<file path="src/rtl/dtw_accel_ctrl_if.sv">
// Signal bundle between the DTW sequencer, its host control port, the sink FIFO and the DTW core.
// core_sample handshake: a beat transfers on any cycle with core_valid && core_ready; while
// core_valid is high and core_ready low, core_sample, core_last and core_valid are held unchanged.
interface dtw_accel_ctrl_if #(
  parameter int DATA_WIDTH   = 8,
  parameter int QLEN_WIDTH   = 16,
  parameter int RESULT_WIDTH = 32
);
  logic                    ctrl_start;
  logic [QLEN_WIDTH-1:0]   ctrl_qlen;
  logic                    ctrl_abort;
  logic                    ctrl_busy;
  logic                    ctrl_done;
  logic [RESULT_WIDTH-1:0] ctrl_result;
  logic [1:0]              ctrl_err;
  logic                    dtw_fifo_rden;
  logic [DATA_WIDTH-1:0]   dtw_fifo_dout;
  logic                    dtw_fifo_empty;
  logic                    core_start;
  logic [DATA_WIDTH-1:0]   core_sample;
  logic                    core_valid;
  logic                    core_ready;
  logic                    core_last;
  logic                    core_done;
  logic [RESULT_WIDTH-1:0] core_score;

  modport slave (
    input  ctrl_start, ctrl_qlen, ctrl_abort, dtw_fifo_dout, dtw_fifo_empty,
           core_ready, core_done, core_score,
    output ctrl_busy, ctrl_done, ctrl_result, ctrl_err, dtw_fifo_rden,
           core_start, core_sample, core_valid, core_last
  );

  modport master (
    output ctrl_start, ctrl_qlen, ctrl_abort, dtw_fifo_dout, dtw_fifo_empty,
           core_ready, core_done, core_score,
    input  ctrl_busy, ctrl_done, ctrl_result, ctrl_err, dtw_fifo_rden,
           core_start, core_sample, core_valid, core_last
  );
endinterface

</file>
<file path="src/rtl/dtw_accel_ctrl.sv">
// Sequencer that starts a DTW core, streams qlen query samples from a FWFT sink FIFO into it,
// and reports the core's score (or a zero-length / abort / timeout error) to the host.
module dtw_accel_ctrl #(
  parameter int DATA_WIDTH     = 8,
  parameter int QLEN_WIDTH     = 16,
  parameter int RESULT_WIDTH   = 32,
  parameter int TIMEOUT_CYCLES = 65535
) (
  input  logic             S_AXIS_ACLK,
  input  logic             S_AXIS_ARESETN,
  dtw_accel_ctrl_if.slave  bus,
  output logic [2:0]       dbg_state
);
  localparam int TW = $clog2(TIMEOUT_CYCLES + 1);

  typedef enum logic [2:0] {
    IDLE      = 3'd0,
    START     = 3'd1,
    STREAM    = 3'd2,
    WAIT_DONE = 3'd3,
    DONE      = 3'd4
  } state_t;

  state_t                state;
  logic [QLEN_WIDTH-1:0] qlen;
  logic [QLEN_WIDTH-1:0] pops;
  logic [TW-1:0]         tmo;
  logic                  pop;
  logic                  hshake;

  // Pop refills the output register whenever it is empty or being drained this cycle.
  // Gated by reset so a reset asserted mid-stream issues no further pop.
  assign pop = S_AXIS_ARESETN && (state == STREAM) && !bus.dtw_fifo_empty &&
               (pops < qlen) && (!bus.core_valid || bus.core_ready);
  assign hshake            = bus.core_valid && bus.core_ready;
  assign bus.dtw_fifo_rden = pop;
  assign bus.ctrl_busy     = (state != IDLE);
  assign dbg_state         = state;

  always_ff @(posedge S_AXIS_ACLK) begin
    if (!S_AXIS_ARESETN) begin
      state           <= IDLE;
      qlen            <= '0;
      pops            <= '0;
      tmo             <= '0;
      bus.core_start  <= 1'b0;
      bus.core_valid  <= 1'b0;
      bus.core_last   <= 1'b0;
      bus.core_sample <= {DATA_WIDTH{1'b0}};
      bus.ctrl_done   <= 1'b0;
      bus.ctrl_err    <= 2'd0;
      bus.ctrl_result <= {RESULT_WIDTH{1'b0}};
    end else begin
      bus.core_start <= 1'b0;
      bus.ctrl_done  <= 1'b0;
      // Abort wins over every other event and drops any sample still held for the core.
      if (state != IDLE && bus.ctrl_abort) begin
        state          <= IDLE;
        bus.core_valid <= 1'b0;
        bus.core_last  <= 1'b0;
        bus.ctrl_err   <= 2'd2;
      end else begin
        case (state)
          IDLE: begin
            if (bus.ctrl_start) begin
              if (bus.ctrl_qlen != '0) begin
                qlen           <= bus.ctrl_qlen;
                bus.ctrl_err   <= 2'd0;
                bus.core_start <= 1'b1;
                state          <= START;
              end else begin
                bus.ctrl_err  <= 2'd1;
                bus.ctrl_done <= 1'b1;
              end
            end
          end
          START: begin
            pops  <= '0;
            state <= STREAM;
          end
          STREAM: begin
            if (pop) begin
              bus.core_sample <= bus.dtw_fifo_dout;
              bus.core_valid  <= 1'b1;
              bus.core_last   <= (pops == qlen - 1'b1);
              pops            <= pops + 1'b1;
            end else if (hshake) begin
              bus.core_valid <= 1'b0;
              bus.core_last  <= 1'b0;
              if (bus.core_last) begin
                tmo   <= '0;
                state <= WAIT_DONE;
              end
            end
          end
          WAIT_DONE: begin
            if (bus.core_done) begin
              bus.ctrl_result <= bus.core_score;
              bus.ctrl_done   <= 1'b1;
              state           <= DONE;
            end else if (tmo == TW'(TIMEOUT_CYCLES)) begin
              bus.ctrl_err  <= 2'd3;
              bus.ctrl_done <= 1'b1;
              state         <= DONE;
            end else begin
              tmo <= tmo + 1'b1;
            end
          end
          DONE: begin
            state <= IDLE;
          end
          default: begin
            state <= IDLE;
          end
        endcase
      end
    end
  end
endmodule

</file>
<file path="src/flat_wrapper.sv">
// flat-port wrapper written by rule: the top's interface ports become plain ports
module dtw_accel_ctrl_flat 
#(
  parameter int DATA_WIDTH     = 8,
  parameter int QLEN_WIDTH     = 16,
  parameter int RESULT_WIDTH   = 32,
  parameter int TIMEOUT_CYCLES = 65535
)
  (S_AXIS_ACLK, S_AXIS_ARESETN, dbg_state, bus_ctrl_start, bus_ctrl_qlen, bus_ctrl_abort, bus_dtw_fifo_dout, bus_dtw_fifo_empty, bus_core_ready, bus_core_done, bus_core_score, bus_ctrl_busy, bus_ctrl_done, bus_ctrl_result, bus_ctrl_err, bus_dtw_fifo_rden, bus_core_start, bus_core_sample, bus_core_valid, bus_core_last);
  dtw_accel_ctrl_if #(.DATA_WIDTH(DATA_WIDTH), .QLEN_WIDTH(QLEN_WIDTH), .RESULT_WIDTH(RESULT_WIDTH)) bus_i ();
  input  logic S_AXIS_ACLK;
  input  logic S_AXIS_ARESETN;
  output logic [2:0] dbg_state;
  input wire logic [$bits(bus_i.ctrl_start)-1:0] bus_ctrl_start;
  input wire logic [$bits(bus_i.ctrl_qlen)-1:0] bus_ctrl_qlen;
  input wire logic [$bits(bus_i.ctrl_abort)-1:0] bus_ctrl_abort;
  input wire logic [$bits(bus_i.dtw_fifo_dout)-1:0] bus_dtw_fifo_dout;
  input wire logic [$bits(bus_i.dtw_fifo_empty)-1:0] bus_dtw_fifo_empty;
  input wire logic [$bits(bus_i.core_ready)-1:0] bus_core_ready;
  input wire logic [$bits(bus_i.core_done)-1:0] bus_core_done;
  input wire logic [$bits(bus_i.core_score)-1:0] bus_core_score;
  output wire logic [$bits(bus_i.ctrl_busy)-1:0] bus_ctrl_busy;
  output wire logic [$bits(bus_i.ctrl_done)-1:0] bus_ctrl_done;
  output wire logic [$bits(bus_i.ctrl_result)-1:0] bus_ctrl_result;
  output wire logic [$bits(bus_i.ctrl_err)-1:0] bus_ctrl_err;
  output wire logic [$bits(bus_i.dtw_fifo_rden)-1:0] bus_dtw_fifo_rden;
  output wire logic [$bits(bus_i.core_start)-1:0] bus_core_start;
  output wire logic [$bits(bus_i.core_sample)-1:0] bus_core_sample;
  output wire logic [$bits(bus_i.core_valid)-1:0] bus_core_valid;
  output wire logic [$bits(bus_i.core_last)-1:0] bus_core_last;
  assign bus_i.ctrl_start = bus_ctrl_start;
  assign bus_i.ctrl_qlen = bus_ctrl_qlen;
  assign bus_i.ctrl_abort = bus_ctrl_abort;
  assign bus_i.dtw_fifo_dout = bus_dtw_fifo_dout;
  assign bus_i.dtw_fifo_empty = bus_dtw_fifo_empty;
  assign bus_i.core_ready = bus_core_ready;
  assign bus_i.core_done = bus_core_done;
  assign bus_i.core_score = bus_core_score;
  assign bus_ctrl_busy = bus_i.ctrl_busy;
  assign bus_ctrl_done = bus_i.ctrl_done;
  assign bus_ctrl_result = bus_i.ctrl_result;
  assign bus_ctrl_err = bus_i.ctrl_err;
  assign bus_dtw_fifo_rden = bus_i.dtw_fifo_rden;
  assign bus_core_start = bus_i.core_start;
  assign bus_core_sample = bus_i.core_sample;
  assign bus_core_valid = bus_i.core_valid;
  assign bus_core_last = bus_i.core_last;
  dtw_accel_ctrl #(.DATA_WIDTH(DATA_WIDTH), .QLEN_WIDTH(QLEN_WIDTH), .RESULT_WIDTH(RESULT_WIDTH), .TIMEOUT_CYCLES(TIMEOUT_CYCLES)) u_core (.S_AXIS_ACLK(S_AXIS_ACLK), .S_AXIS_ARESETN(S_AXIS_ARESETN), .bus(bus_i), .dbg_state(dbg_state));
endmodule
</file>
<file path="config.mk">
export PLATFORM = sky130hd
export DESIGN_NAME = dtw_accel_ctrl_flat
export DESIGN_NICKNAME = d
export VERILOG_FILES = /design/src/rtl/dtw_accel_ctrl_if.sv /design/src/rtl/dtw_accel_ctrl.sv /design/src/flat_wrapper.sv
export SDC_FILE = /design/constraint.sdc
export NUM_CORES = 1
export LEC_CHECK = 0
export BUFFER_PORTS_ARGS = -buffer_cell sky130_fd_sc_hd__buf_2
export CORE_MARGIN = 1
export CORE_UTILIZATION = 30
export CTS_BUF_LIST = sky130_fd_sc_hd__clkbuf_16
export DETAILED_ROUTE_END_ITERATION = 10
export SYNTH_ARGS = -nofsm -noshare
export SYNTH_HDL_FRONTEND = slang
export SYNTH_SLANG_ARGS = --single-unit
export TNS_END_PERCENT = 5
</file>
<file path="constraint.sdc">
create_clock -name S_AXIS_ACLK -period 4.1 [get_ports S_AXIS_ACLK]
set_input_delay 0.41 -clock S_AXIS_ACLK [delete_from_list [all_inputs] [get_ports S_AXIS_ACLK]]
set_output_delay 0.41 -clock S_AXIS_ACLK [all_outputs]
set_load 0.05 [all_outputs]
</file>
After elaboration in Yosys (flattened, before gate mapping)
Index checks and enable logic that the tools add are counted.

Add/sub/neg operators: 3. Magnitude comparators: 1. Equality and inequality tests: 18. Multiplexer cells: 31. Bitwise gates (word level): 4. Reductions and logical operators: 28.

Operator list (number): $mux W16 (6); $pmux W16 S2 (2); $add A16 B1 Y16 const B (2); $mux W3 (7); $eq A16 B16 Y1 (1); $eq A16 B16 Y1 const B (1); $lt A16 B16 Y1 (1); $reduce_bool A16 Y1 (1); $sub A16 B1 Y16 const B (1); $pmux W3 S4 (1); $reduce_and A4 Y1 (3); $ne A2 B2 Y1 const B (5); $mux W1 (9); $ne A3 B2 Y1 const B (3); $reduce_and A3 Y1 (3); $mux W2 (4); $ne A2 B1 Y1 const B (4); $reduce_bool A2 Y1 (4); $reduce_and A7 Y1 (1); $eq A3 B2 Y1 const B (2); $logic_and A1 B1 Y1 (6); $reduce_and A6 Y1 (1); $reduce_bool A3 Y1 (2); $not A1 Y1 (4); 10 further kinds (11).

Register bits after elaboration: 97. Output and inout bits: 51. Word-level logic and storage cells: 97.

Logic depth before layout (Yosys ltp)
Depth in word-level cells: 7. Gate-level depth with buffers: 12. Mapped depth without buffers: 8.

Worst setup path before layout
Ideal clock, no wire load.

Path type: reg2out. Start: reg u_core.state[1], in the netlist u_core.dbg_state[1]. End: out bus_dtw_fifo_rden. Data arrival time: 2.155 ns. Path slack: 1.535 ns. Stages on the path, launching flop included: 9. Cell sequence: dfxtp_1 -> buf_4 -> nor3b_4 -> o2111ai_1 -> a211oi_1 -> and3_1 -> buf_2 -> buf_4 -> buf_4.

Word-level cells in the longest chain between the ends: 5.

RTL lines: start: declaration (line dtw_accel_ctrl.sv:24) `state_t state;`; start signal: assignment (line dtw_accel_ctrl.sv:42) `state <= IDLE;`; start signal: assignment (line dtw_accel_ctrl.sv:58) `state <= IDLE;`; start signal: assignment (line dtw_accel_ctrl.sv:70) `state <= START;`; $eq A3 B2 Y1 (line dtw_accel_ctrl.sv:33) `assign pop = S_AXIS_ARESETN && (state == STREAM) && !bus.dtw_fifo_empty &&`; $logic_and A1 B1 Y1 (3 in a row) (line dtw_accel_ctrl.sv:33); $logic_and A1 B1 Y1 (line dtw_accel_ctrl.sv:34) `(pops < qlen) && (!bus.core_valid || bus.core_ready);`; end: declaration (line flat_wrapper.sv:26) `output wire logic [$bits(bus_i.dtw_fifo_rden)-1:0] bus_dtw_fifo_rden;`.

Every way passes these cells.

Final worst setup path
Same ends and word-level chain as after synthesis.

==> metrics.md <==
| Metric | Value |
|---|---|
| Run status | `finished, final reports clean` |
| Starting density of the core | `about 31%` |
| Critical path fanouts, max | `44` |
| Count of mapped cells out of synthesis | `615` |
| Mean Syn Cell Area | `8.427 um2` |
| Most instantiated flip-flop cell in the synthesis netlist | `sky130_fd_sc_hd__dfxtp_1` |
| Die Outline Area | `0.01780 mm2` |
| Clock buffer count from CTS | `9` |
| Total global-route track usage | `15.90%` |
| Clock tree from TritonCTS | `done` |
| Final Max Slew Viols | `0` |
| Final instance area | `slightly above 0.006 mm2` |
| Largest net degree at the start of global routing | `83` |
| Final routed DRC violation total | `0` |
| Root buffer cell | `sky130_fd_sc_hd__clkbuf_16` |
| Part of the total power dissipated in combinational logic | `15.3%` |
| Post-CTS clock slew at the launch and capture registers of the worst setup and hold paths | `0.08 ns` |
| Switching fraction of total power | `29.96%` |
| Count of buffers from port buffering | `between 100 and 150` |
| Drt first-iter violations | `250` |
| Post-CTS setup buffer count | `0` |
| Worst Max-Slew Pin Slew | `approximately 1.2 ns` |
| Global-route wire length before repair | `22.68 mm` |
| Pre-antenna DRT Iters | `4` |
| Share of flip-flops with an asynchronous set or reset | `0%` |
| NetSw | `0.0006570 W` |
| Worst min-delay path class | `in -> reg` |
| Post-DR wirelength/cell | `14.72 um` |
| Cell-internal power | `0.001536 W` |
| Standard cell area after detailed placement | `0.005913 mm2` |
| Area growth from synthesis to layout | `19.97%` |
| Leak pwr | `around 2.4 nW` |
| Setup_tns | `0 ns` |
| Clock network latency to the later pin of the worst-skew pair | `0.35 ns` |
| CTS-repair resized insts | `0` |
| Maximum root-to-sink buffer count | `2` |
| Routed vias | `4,765` |
| Final-stage net count | `791` |
| Total wirelength of the detailed-routed design | `13.75 mm` |
| Yosys synthesis warning count | `0` |
| Remaining global-route overflow | `0` |
| Power Density | `352.7 mW/mm2` |
| Fraction of the yosys area taken by sequential cells | `between 30% and 40%` |
| Pre-CTS worst setup slack | `1.116 ns` |
| Rel. slew slack | `22.46%` |
| Max Clock Freq | `318.7 MHz` |
| Vias per cell | `5.102` |
| Syn_nets | `697` |
| Critical path type | `reg -> out` |
| Number of diodes | `0` |
| RSZ-0062 raised after global routing | `false` |
| Routed Antenna Nets | `0` |
| Number of hold-slack violations in the final timing report | `0` |
| Rows | `between 40 and 50` |
| Number of sinks handled by clock tree synthesis | `97` |
| Die H | `133.4 um` |
| Setup violation total in the final timing report | `0` |
| Number of maximum-capacitance violations | `0` |
| Core ar. | `~0.017 mm2` |
| Fraction of final layout cells with drive strength greater than 1 | `a little over a fifth` |
| Final weighted congestion in routability-driven placement | `slightly above 0.8` |
| Minimum clock period after layout | `3.138 ns` |
| Die extent in x | `approximately 130 um` |
| Count of cell types in the netlist | `53` |
| Final worst-path setup slack | `around 0.96 ns` |
| Combined area of all synthesized cells | `0.005182 mm2` |
| Worst vdd ir | `0.2777 mV` |
| CP required | `3.69 ns` |
| Number of top-level design ports | `114` |
| Crit path launch type | `register` |
| Clock tree skew after final layout | `0.01376 ns` |
| Number of H-tree levels | `3` |
| Number of synthesized flops with an enable pin | `0` |
| Data arrival time of the worst path | `roughly 2.7 ns` |
| Hold bufs inserted after CTS | `0` |
| Vias in the first global route | `4,484` |
| Final HPWL DP | `10.11 mm` |
| Kind of end point of the critical path | `primary output` |
| Share of power burned in registers | `a little under half` |
| Share of total power in the clock network | `39.4%` |
| Initial antenna violation count | `0` |
| Yosys reg bits | `97` |
| Share of the clock period used by the worst path after layout | `~77%` |
-- final cells by class --
type                            count  area, um2
Clock buffer                        9      225.2
Clock inverter                      7      78.83
Fill cell                        1753      10480
Inverter                           22      82.58
Multi-Input combinational cell    459       2995
Sequential cell                    97       1942
Tap cell                          220      275.3
Timing Repair Buffer              120      618.1
-- worst max-delay path, cell delays in order, from the launching register on --
cell	delay, ns
sky130_fd_sc_hd__dfxtp_1	0.57
sky130_fd_sc_hd__nor3b_4	0.36
sky130_fd_sc_hd__o2111ai_1	0.23
sky130_fd_sc_hd__a211oi_1	0.24
sky130_fd_sc_hd__and3_1	0.23
sky130_fd_sc_hd__buf_4	0.38
sky130_fd_sc_hd__buf_2	0.35
-- metrics by stage --
step | power (W) | hold WS (ns) | util, % | std cells
after floorplan | 0.001250 | 0.4476 | - | 615
after global routing | 0.002283 | 0.3095 | 37.23 | 934
after CTS | 0.002216 | 0.2897 | 37.23 | 934
after detailed placement | 0.001349 | 0.4583 | 35.41 | 918
final | 0.002193 | 0.2982 | 37.23 | 934
after global placement | 0.001351 | 0.4491 | 35.41 | 918
-- worst paths after layout --
check	start	end	slack, ns	cells past startpoint
setup reg to reg	u_core.dbg_state[2]	u_core.pops[14]	1.23	5
setup / recovery	u_core.dbg_state[1]	bus_dtw_fifo_rden	0.96	6
hold reg to reg	u_core.bus.ctrl_result[22]	u_core.bus.ctrl_result[22]	0.47	2
hold / removal	bus_core_score[5]	u_core.bus.ctrl_result[5]	0.30	3
-- per-layer routing --
| layer | up-vias | wire length [um] | GRT usage [%] |
|---|---|---|---|
| met3 | 21 | 802 | 3.539 |
| met5 | - | 0 | 0 |
| met4 | 0 | 316 | 5.871 |
| li1 | 2417 | - | - |
| met2 | 133 | 6090 | 24.94 |
| met1 | 2194 | 6542 | 21.27 |
-- sequential cells by signal (all words and copies together) (netlist names) --
signal	cells
u_core.bus.core_start	1
u_core.bus.ctrl_done	1
u_core.bus.ctrl_result	32
u_core.dbg_state	3
u_core.bus.core_sample	8
u_core.tmo	16
u_core.bus.core_last	1
u_core.bus.core_valid	1
u_core.bus.ctrl_err	2
u_core.pops	16
u_core.qlen	16
-- synthesized netlist by cell type (all sizes together) (2+ instances only) --
| library cell | n | area, um2 |
|---|---|---|
| nand2 | 102 | 385.4 |
| dfxtp | 97 | 1942 |
| a21boi | 43 | 322.8 |
| nand3 | 31 | 160.1 |
| clkbuf | 24 | 90.09 |
| a21oi | 23 | 115.1 |
| inv | 22 | 82.58 |
| nor2 | 22 | 82.58 |
| ha | 19 | 237.7 |
| nor2b | 18 | 112.6 |
| mux2i | 17 | 170.2 |
| o21ai | 17 | 85.08 |
| xnor2 | 17 | 148.9 |
| nand4 | 15 | 93.84 |
| o31ai | 15 | 126.4 |
| and3 | 13 | 81.33 |
| buf | 13 | 75.07 |
| a2111o | 11 | 123.9 |
| o2111ai | 11 | 96.34 |
| or3 | 11 | 68.82 |
| nor4 | 10 | 77.57 |
| or4 | 10 | 78.82 |
| nand3b | 6 | 45.04 |
| nor3 | 6 | 30.03 |
| xor2 | 6 | 52.55 |
| o311ai | 5 | 43.79 |
| nor3b | 4 | 41.29 |
| a31oi | 3 | 18.77 |
| and2 | 3 | 18.77 |
| nand2b | 3 | 18.77 |
| a2111oi | 2 | 18.77 |
| a211oi | 2 | 20.02 |
| nand4b | 2 | 17.52 |
| or2 | 2 | 12.51 |
-- kinds of logic (layout without fill, tap and decap cells) --
| group | after synthesis | after routing | synth area share [%] |
|---|---|---|---|
| and+or+nand+nor | 262 | 262 | 26.27 |
| xor gates and xnor gates | 23 | 23 | 3.887 |
| buffers and inverters | 59 | 158 | 4.780 |
| adders and majority gates | 19 | 19 | 4.587 |
| AOI/OAI and AO/OA | 138 | 138 | 19.72 |
| DFF | 97 | 97 | 37.47 |
| muxes | 17 | 17 | 3.283 |
-- power by group through the flow --
| stage | clock (W) | sequential (W) | combinational (W) |
|---|---|---|---|
| after floorplan | 0 | 0.00102 | 0.000228 |
| after global placement | 0 | 0.00101 | 0.000338 |
| after detailed placement | 0 | 0.00101 | 0.000335 |
| after CTS | 0.000887 | 0.000992 | 0.000337 |
| after global routing | 0.000915 | 0.000997 | 0.000371 |
| final | 0.000864 | 0.000992 | 0.000336 |
-- placed cells by master (no fill, tap or decap), types with 2 or more instances in the layout --
master                      instances
sky130_fd_sc_hd__nor2b_1           18
sky130_fd_sc_hd__nand4_1           15
sky130_fd_sc_hd__inv_8              4
sky130_fd_sc_hd__nor2_1            21
sky130_fd_sc_hd__xnor2_1           17
sky130_fd_sc_hd__ha_1              19
sky130_fd_sc_hd__o31ai_1           14
sky130_fd_sc_hd__nand2b_1           3
sky130_fd_sc_hd__a31oi_1            3
sky130_fd_sc_hd__nand3_1           30
sky130_fd_sc_hd__inv_1             22
sky130_fd_sc_hd__buf_4              7
sky130_fd_sc_hd__nor3b_1            3
sky130_fd_sc_hd__a2111o_1          11
sky130_fd_sc_hd__or3_1             11
sky130_fd_sc_hd__mux2i_1           17
sky130_fd_sc_hd__o2111ai_1         11
sky130_fd_sc_hd__nand4b_1           2
sky130_fd_sc_hd__o311ai_0           5
sky130_fd_sc_hd__nor4_1             9
sky130_fd_sc_hd__or4_1              9
sky130_fd_sc_hd__nand2_1          101
sky130_fd_sc_hd__clkbuf_16          9
sky130_fd_sc_hd__o21ai_0           17
sky130_fd_sc_hd__buf_2            113
sky130_fd_sc_hd__a21oi_1           23
sky130_fd_sc_hd__nor3_1             6
sky130_fd_sc_hd__a21boi_0          43
sky130_fd_sc_hd__or2_2              2
sky130_fd_sc_hd__nand3b_1           6
sky130_fd_sc_hd__and2_1             3
sky130_fd_sc_hd__and3_1            13
sky130_fd_sc_hd__xor2_1             6
sky130_fd_sc_hd__dfxtp_1           97
No activity file was read; power rests on OpenSTA's default activity.
